`src/rtl/sop_sweep_eval_if.sv`:
```
// Signal bundle for sop_sweep_eval: truth-table load, live inputs, sweep control and results.
// The sig field exists only when SOP_SWEEP_SIG_EN is defined.
interface sop_sweep_eval_if #(
  parameter int N_IN = 4
) ();

  logic                    tt_load;
  logic [(1 << N_IN)-1:0]  tt_data;
  logic [N_IN-1:0]         in;
  logic                    start;
  logic                    f;
  logic                    busy;
  logic                    done;
  logic [N_IN-1:0]         sweep_idx;
  logic [N_IN:0]           ones_cnt;
`ifdef SOP_SWEEP_SIG_EN
  logic [7:0]              sig;
`endif

  modport master (
    output tt_load, tt_data, in, start,
    input  f, busy, done, sweep_idx, ones_cnt
`ifdef SOP_SWEEP_SIG_EN
    , input sig
`endif
  );

  modport slave (
    input  tt_load, tt_data, in, start,
    output f, busy, done, sweep_idx, ones_cnt
`ifdef SOP_SWEEP_SIG_EN
    , output sig
`endif
  );

endinterface

```
`src/rtl/sop_sweep_eval.sv`:
```
// Truth-table evaluator of an N_IN-input function with an exhaustive sweep that counts ones.
// Optional macro SOP_SWEEP_SIG_EN adds an 8-bit LFSR-style signature of the swept values.
module sop_sweep_eval #(
  parameter int N_IN = 4
) (
  input  logic               clk,
  input  logic               rst,
  sop_sweep_eval_if.slave    bus
);

  localparam int TT_W = 1 << N_IN;
  localparam logic [N_IN-1:0] LAST_IDX = '1;

  typedef enum logic [1:0] {
    IDLE  = 2'd0,
    SWEEP = 2'd1,
    DONE  = 2'd2
  } state_t;

  state_t            r_state;
  state_t            w_nextState;
  logic [TT_W-1:0]   r_tt;
  logic              r_f;
  logic [N_IN-1:0]   r_sweepIdx;
  logic [N_IN:0]     r_onesCnt;
  logic [N_IN-1:0]   w_idxNext;
  logic              w_accept;
  logic              w_lastIdx;

  // A simultaneous load wins over start, so start is only accepted with tt_load low.
  assign w_accept  = (r_state == IDLE) && bus.start && !bus.tt_load;
  assign w_lastIdx = (r_sweepIdx == LAST_IDX);
  assign w_idxNext = r_sweepIdx + N_IN'(1);

  always_ff @(posedge clk or posedge rst) begin
    if (rst) begin
      r_state <= IDLE;
    end else begin
      r_state <= w_nextState;
    end
  end

  always_comb begin
    w_nextState = r_state;
    case (r_state)
      IDLE:    if (w_accept) w_nextState = SWEEP;
      SWEEP:   if (w_lastIdx) w_nextState = DONE;
      DONE:    w_nextState = IDLE;
      default: w_nextState = IDLE;
    endcase
  end

  // f always shows the value for the combination being presented: live input or sweep index.
  always_ff @(posedge clk or posedge rst) begin
    if (rst) begin
      r_tt       <= '0;
      r_f        <= 1'b0;
      r_sweepIdx <= '0;
      r_onesCnt  <= '0;
    end else begin
      if ((r_state == IDLE) && bus.tt_load) begin
        r_tt <= bus.tt_data;
      end
      case (r_state)
        IDLE: begin
          if (w_accept) begin
            r_sweepIdx <= '0;
            r_onesCnt  <= '0;
            r_f        <= r_tt[0];
          end else begin
            r_f <= r_tt[bus.in];
          end
        end
        SWEEP: begin
          r_onesCnt <= r_onesCnt + (N_IN+1)'(r_f);
          if (w_lastIdx) begin
            r_f <= r_tt[bus.in];
          end else begin
            r_sweepIdx <= w_idxNext;
            r_f        <= r_tt[w_idxNext];
          end
        end
        default: begin
          r_f <= r_tt[bus.in];
        end
      endcase
    end
  end

`ifdef SOP_SWEEP_SIG_EN
  logic [7:0] r_sig;

  always_ff @(posedge clk or posedge rst) begin
    if (rst) begin
      r_sig <= 8'h00;
    end else if (w_accept) begin
      r_sig <= 8'h00;
    end else if (r_state == SWEEP) begin
      r_sig <= {r_sig[6:0], 1'b0} ^ (r_sig[7] ? 8'h1D : 8'h00) ^ {7'b0, r_f};
    end
  end

  assign bus.sig = r_sig;
`endif

  assign bus.f         = r_f;
  assign bus.busy      = (r_state == SWEEP);
  assign bus.done      = (r_state == DONE);
  assign bus.sweep_idx = r_sweepIdx;
  assign bus.ones_cnt  = r_onesCnt;

endmodule

```
`src/flat_wrapper.sv`:
```
// flat-port wrapper written by rule: the top's interface ports become plain ports
module sop_sweep_eval_flat 
#(
  parameter int N_IN = 4
)
  (clk, rst, bus_tt_load, bus_tt_data, bus_in, bus_start, bus_f, bus_busy, bus_done, bus_sweep_idx, bus_ones_cnt);
  sop_sweep_eval_if #(.N_IN(N_IN)) bus_i ();
  input  logic clk;
  input  logic rst;
  input wire logic [$bits(bus_i.tt_load)-1:0] bus_tt_load;
  input wire logic [$bits(bus_i.tt_data)-1:0] bus_tt_data;
  input wire logic [$bits(bus_i.in)-1:0] bus_in;
  input wire logic [$bits(bus_i.start)-1:0] bus_start;
  output wire logic [$bits(bus_i.f)-1:0] bus_f;
  output wire logic [$bits(bus_i.busy)-1:0] bus_busy;
  output wire logic [$bits(bus_i.done)-1:0] bus_done;
  output wire logic [$bits(bus_i.sweep_idx)-1:0] bus_sweep_idx;
  output wire logic [$bits(bus_i.ones_cnt)-1:0] bus_ones_cnt;
  assign bus_i.tt_load = bus_tt_load;
  assign bus_i.tt_data = bus_tt_data;
  assign bus_i.in = bus_in;
  assign bus_i.start = bus_start;
  assign bus_f = bus_i.f;
  assign bus_busy = bus_i.busy;
  assign bus_done = bus_i.done;
  assign bus_sweep_idx = bus_i.sweep_idx;
  assign bus_ones_cnt = bus_i.ones_cnt;
  sop_sweep_eval #(.N_IN(N_IN)) u_core (.clk(clk), .rst(rst), .bus(bus_i));
endmodule
```
`config.mk`:
```
export PLATFORM = sky130hd
export DESIGN_NAME = sop_sweep_eval_flat
export DESIGN_NICKNAME = d
export VERILOG_FILES = /design/src/rtl/sop_sweep_eval_if.sv /design/src/rtl/sop_sweep_eval.sv /design/src/flat_wrapper.sv
export SDC_FILE = /design/constraint.sdc
export NUM_CORES = 1
export LEC_CHECK = 0
export ABC_AREA = 1
export CAP_MARGIN = 20
export CORE_MARGIN = 2
export CORE_UTILIZATION = 51
export CTS_BUF_LIST = sky130_fd_sc_hd__clkbuf_8
export DETAILED_ROUTE_END_ITERATION = 10
export PLACE_DENSITY = 0.91
export SYNTH_ARGS = -nofsm -noshare
export SYNTH_HDL_FRONTEND = slang
export SYNTH_SLANG_ARGS = --single-unit
```
`constraint.sdc`:
```
create_clock -name clk -period 1.9 [get_ports clk]
set_input_delay 0.38 -clock clk [delete_from_list [all_inputs] [get_ports clk]]
set_output_delay 0.38 -clock clk [all_outputs]
set_load 0.005 [all_outputs]
```
==> results of run 1 <==
[synthesized netlist by cell type, drive strengths merged]
| cell | count |
|---|---|
| o211ai | 5 |
| o21ai | 11 |
| inv | 30 |
| a21oi | 17 |
| nor2 | 16 |
| nand3 | 28 |
| mux2 | 3 |
| or2 | 1 |
| dfrtp | 28 |
| ha | 3 |
| nor3 | 1 |
| xor2 | 3 |
| buf | 5 |
| nand2 | 41 |
| clkbuf | 1 |
| o22ai | 2 |
[per-layer routing]
| layer | GRT usage (%) | share of wire, % |
|---|---|---|
| met5 | 0 | 0 |
| met4 | 9.74 | 2.8 |
| met3 | 3.08 | 4.8 |
| met2 | 35.1 | 50 |
| met1 | 26.5 | 43 |
[cell usage in the layout (no fill, tap or decap)]
cell type and n:
nor3_1 1, nor2_1 16, buf_12 1, o21ai_0 10, a21oi_1 17, o211ai_1 5, o22ai_1 2, inv_2 2
buf_4 3, clkbuf_8 4, nand2_1 39, ha_1 3, o21ai_1 1, inv_1 28, nand3_1 28, nand2_2 2
or2_1 1, xor2_1 3, clkdlybuf4s50_1 35, mux2_4 3, dfrtp_1 28
[worst paths after layout]
kind,start,to,slack [ps]
max,u_core.r_state[1]$_DFFE_PP0P_,bus_busy,110
min,rst,u_core.bus.ones_cnt[4]$_DFFE_PP0P_,460
max reg2reg,u_core.bus.sweep_idx[1]$_DFFE_PP0P_,u_core.bus.f$_DFF_PP0_,360
min reg2reg,u_core.r_tt[7]$_DFFE_PP0P_,u_core.r_tt[7]$_DFFE_PP0P_,550
max in group asynchronous,rst,u_core.bus.sweep_idx[0]$_DFFE_PP0P_,1170
min in group clk,u_core.r_tt[7]$_DFFE_PP0P_,u_core.r_tt[7]$_DFFE_PP0P_,550
[sequential cells by signal (all words and copies together) (netlist names)]
name	flops
u_core.bus.f	1
u_core.bus.ones_cnt	5
u_core.bus.sweep_idx	4
u_core.r_state	2
u_core.r_tt	16
[kinds of logic (layout without fill, tap and decap cells)]
family | after synthesis | in the layout | synth area share [%]
XOR/XNOR | 3 | 3 | 1.72
adder cells (fa/ha/maj) | 3 | 3 | 2.46
buffers and inverters | 36 | 73 | 10.5
multiplexers | 3 | 3 | 2.95
AO/OA/AOI/OAI | 35 | 35 | 12.4
flip-flops | 28 | 28 | 45.9
AND/OR/NAND/NOR | 87 | 87 | 24.1
[what timing repair did]
item,CTS,global route
setup endpoints to repair,1,1
hold buffers,0,0
gates resized for setup,0,1
buffers inserted,1,0
[area by class of cell]
class / instances / share of cell area (%)
Tap cell: 31 / 1.97
Inverter: 30 / 5.72
Clock buffer: 4 / 2.80
Timing Repair Buffer: 39 / 19.9
Multi-Input combinational cell: 131 / 34.0
Sequential cell: 28 / 35.6
[power by group through the flow]
stage	sequential [µW]	combinational [µW]	clock [µW]
global route	1070	1720	400
CTS	1040	1510	381
detailed placement	1050	1480	0
finish	1040	1510	370
global placement	1040	1430	0
floorplan	1010	1030	0
[tightest hold or removal path: cells and delay by family]
kind | cells | cell delay (ps)
buf+inv | 3 | 770
[metrics by stage]
step	util, %	power (µW)	std cells
2_1_floorplan	-	2040	195
4_1_cts	70.1	2930	263
3_3_place_gp	67.9	2470	258
5_1_grt	70.2	3190	263
3_5_place_dp	67.9	2530	258
6_report	70.2	2920	263
==> flow_metrics.tcl, run 1 <==
set metrics [dict create \
    cp.required_ps 1520 \
    intPower_uw 1740 \
    cts_tree "yes" \
    rows 19 \
    fp.coreArea_um2 2810 \
    clock_power_share_pct 12.7 \
    worst-path-buf-inv 3 \
    vias 1445 \
    vdd_ir_drop_max_uv 818 \
    netlist.area_leader.share_pct 45.9 \
    p_switching_uw 1180 \
    worstPathArrival_ps 1410 \
    cts_made_buffers 3 \
    slowest_delay_ps 490 \
    grt_max_degree 29 \
    drt_iter0_markers 52 \
    worst-path-stages 4 \
    violations "DRC" \
    gp_congestion 0.886 \
    synthesis.nets 222 \
    startpoint_type "register" \
    combPwrFrac_pct 51.6 \
    wl_per_cell_um 12.4 \
    die_h_um 58.7 \
    hold_viol_final 0 \
    antenna_found_initial 0 \
    multi_input_area_um2 669 \
    io_buffers 35 \
    drive_gt1_share_pct 6.47 \
    critPathMaxFanout 6 \
    netlist_area_um2 1530 \
    run_status "finished, violations left" \
    first_pass_iters 9 \
    yosys_register_bits 28 \
    wl_mm 3.26 \
    synthTopCellsByArea "dfrtp_1, nand2_1, nand3_1, inv_1, a21oi_1" \
    fmax_mhz 558 \
    r2r_cells 8 \
    via_per_inst 5.49 \
    synth_area_leader_cell "dfrtp_1" \
    crit_family "buffers and inverters" \
    ant_nets 0 \
    clkLatencyLatePin_ps 270 \
    root_buffer "clkbuf_8" \
    pin_count 36 \
    p_per_area_nw_per_um2 1480 \
    worst_slew_pin_slew_ps 356 \
    worstSetupPathType "register to output port" \
    synthCells 195 \
    area_delta_synth_final_pct 28.9 \
    slew_headroom_pct 76.3 \
    area.sequential_um2 701 \
    antenna_cells 0 \
    maxCapViolCount 0 \
    ys_types 20 \
    fin_nets 260 \
    clock_skew_ps 3.83 \
    nFillCells 244 \
    grt_pass1_wl_mm 5.58 \
    yosys_warnings 0 \
    syn_avg_cell_area_um2 7.83 \
    dp_hpwl_mm 2.47 \
    die_w_um 58.7 \
    cpMaxStageDelayCell "clkdlybuf4s50_1" \
    grt_pass1_vias 1342 \
    drc_errors 2 \
    leakagePower_uw 0.000970 \
    min_path_type "primary input to async pin" \
    final_cell_area_um2 1970 \
    finalCritPeriodShare_pct 94.3 \
    place_ws_ps 141 \
    die-area_um2 3450 \
    tns_ps 0 \
    grt_util_all_layers_pct 20.9 \
    clock-sinks 28 \
    htree_levels 1 \
    end_kind "output port" \
    grt.overflow.total 0 \
    swShare_pct 40.4 \
    placed_cell_area_um2 1900 \
    finalCriticalPeriod_ps 1790 \
    path_clk_slew_ps 90 \
    setup_ws_ps 108 \
    crit_chain "inv_1 > nand2_2 > inv_2 > clkdlybuf4s50_1" \
    slew_violations 0 \
    setup_viol 0 \
    cts.path.max_buffers 2 \
    rsz0062_at_grt "false" \
    synth-seq-area-share_pct 45.9 \
    pwr-share-seq_pct 35.7 \
    initial_core_util_pct 54.5 \
    hold_ws_ps 463 \
]
Power figures use the tool's default switching activity.
==> run 2: changes to the inputs <==
Settings changed: SKIP_LAST_GASP set to 1.
==> results of run 2 <==
No change in the layout: final DEF, timing and power equal those of run 1.
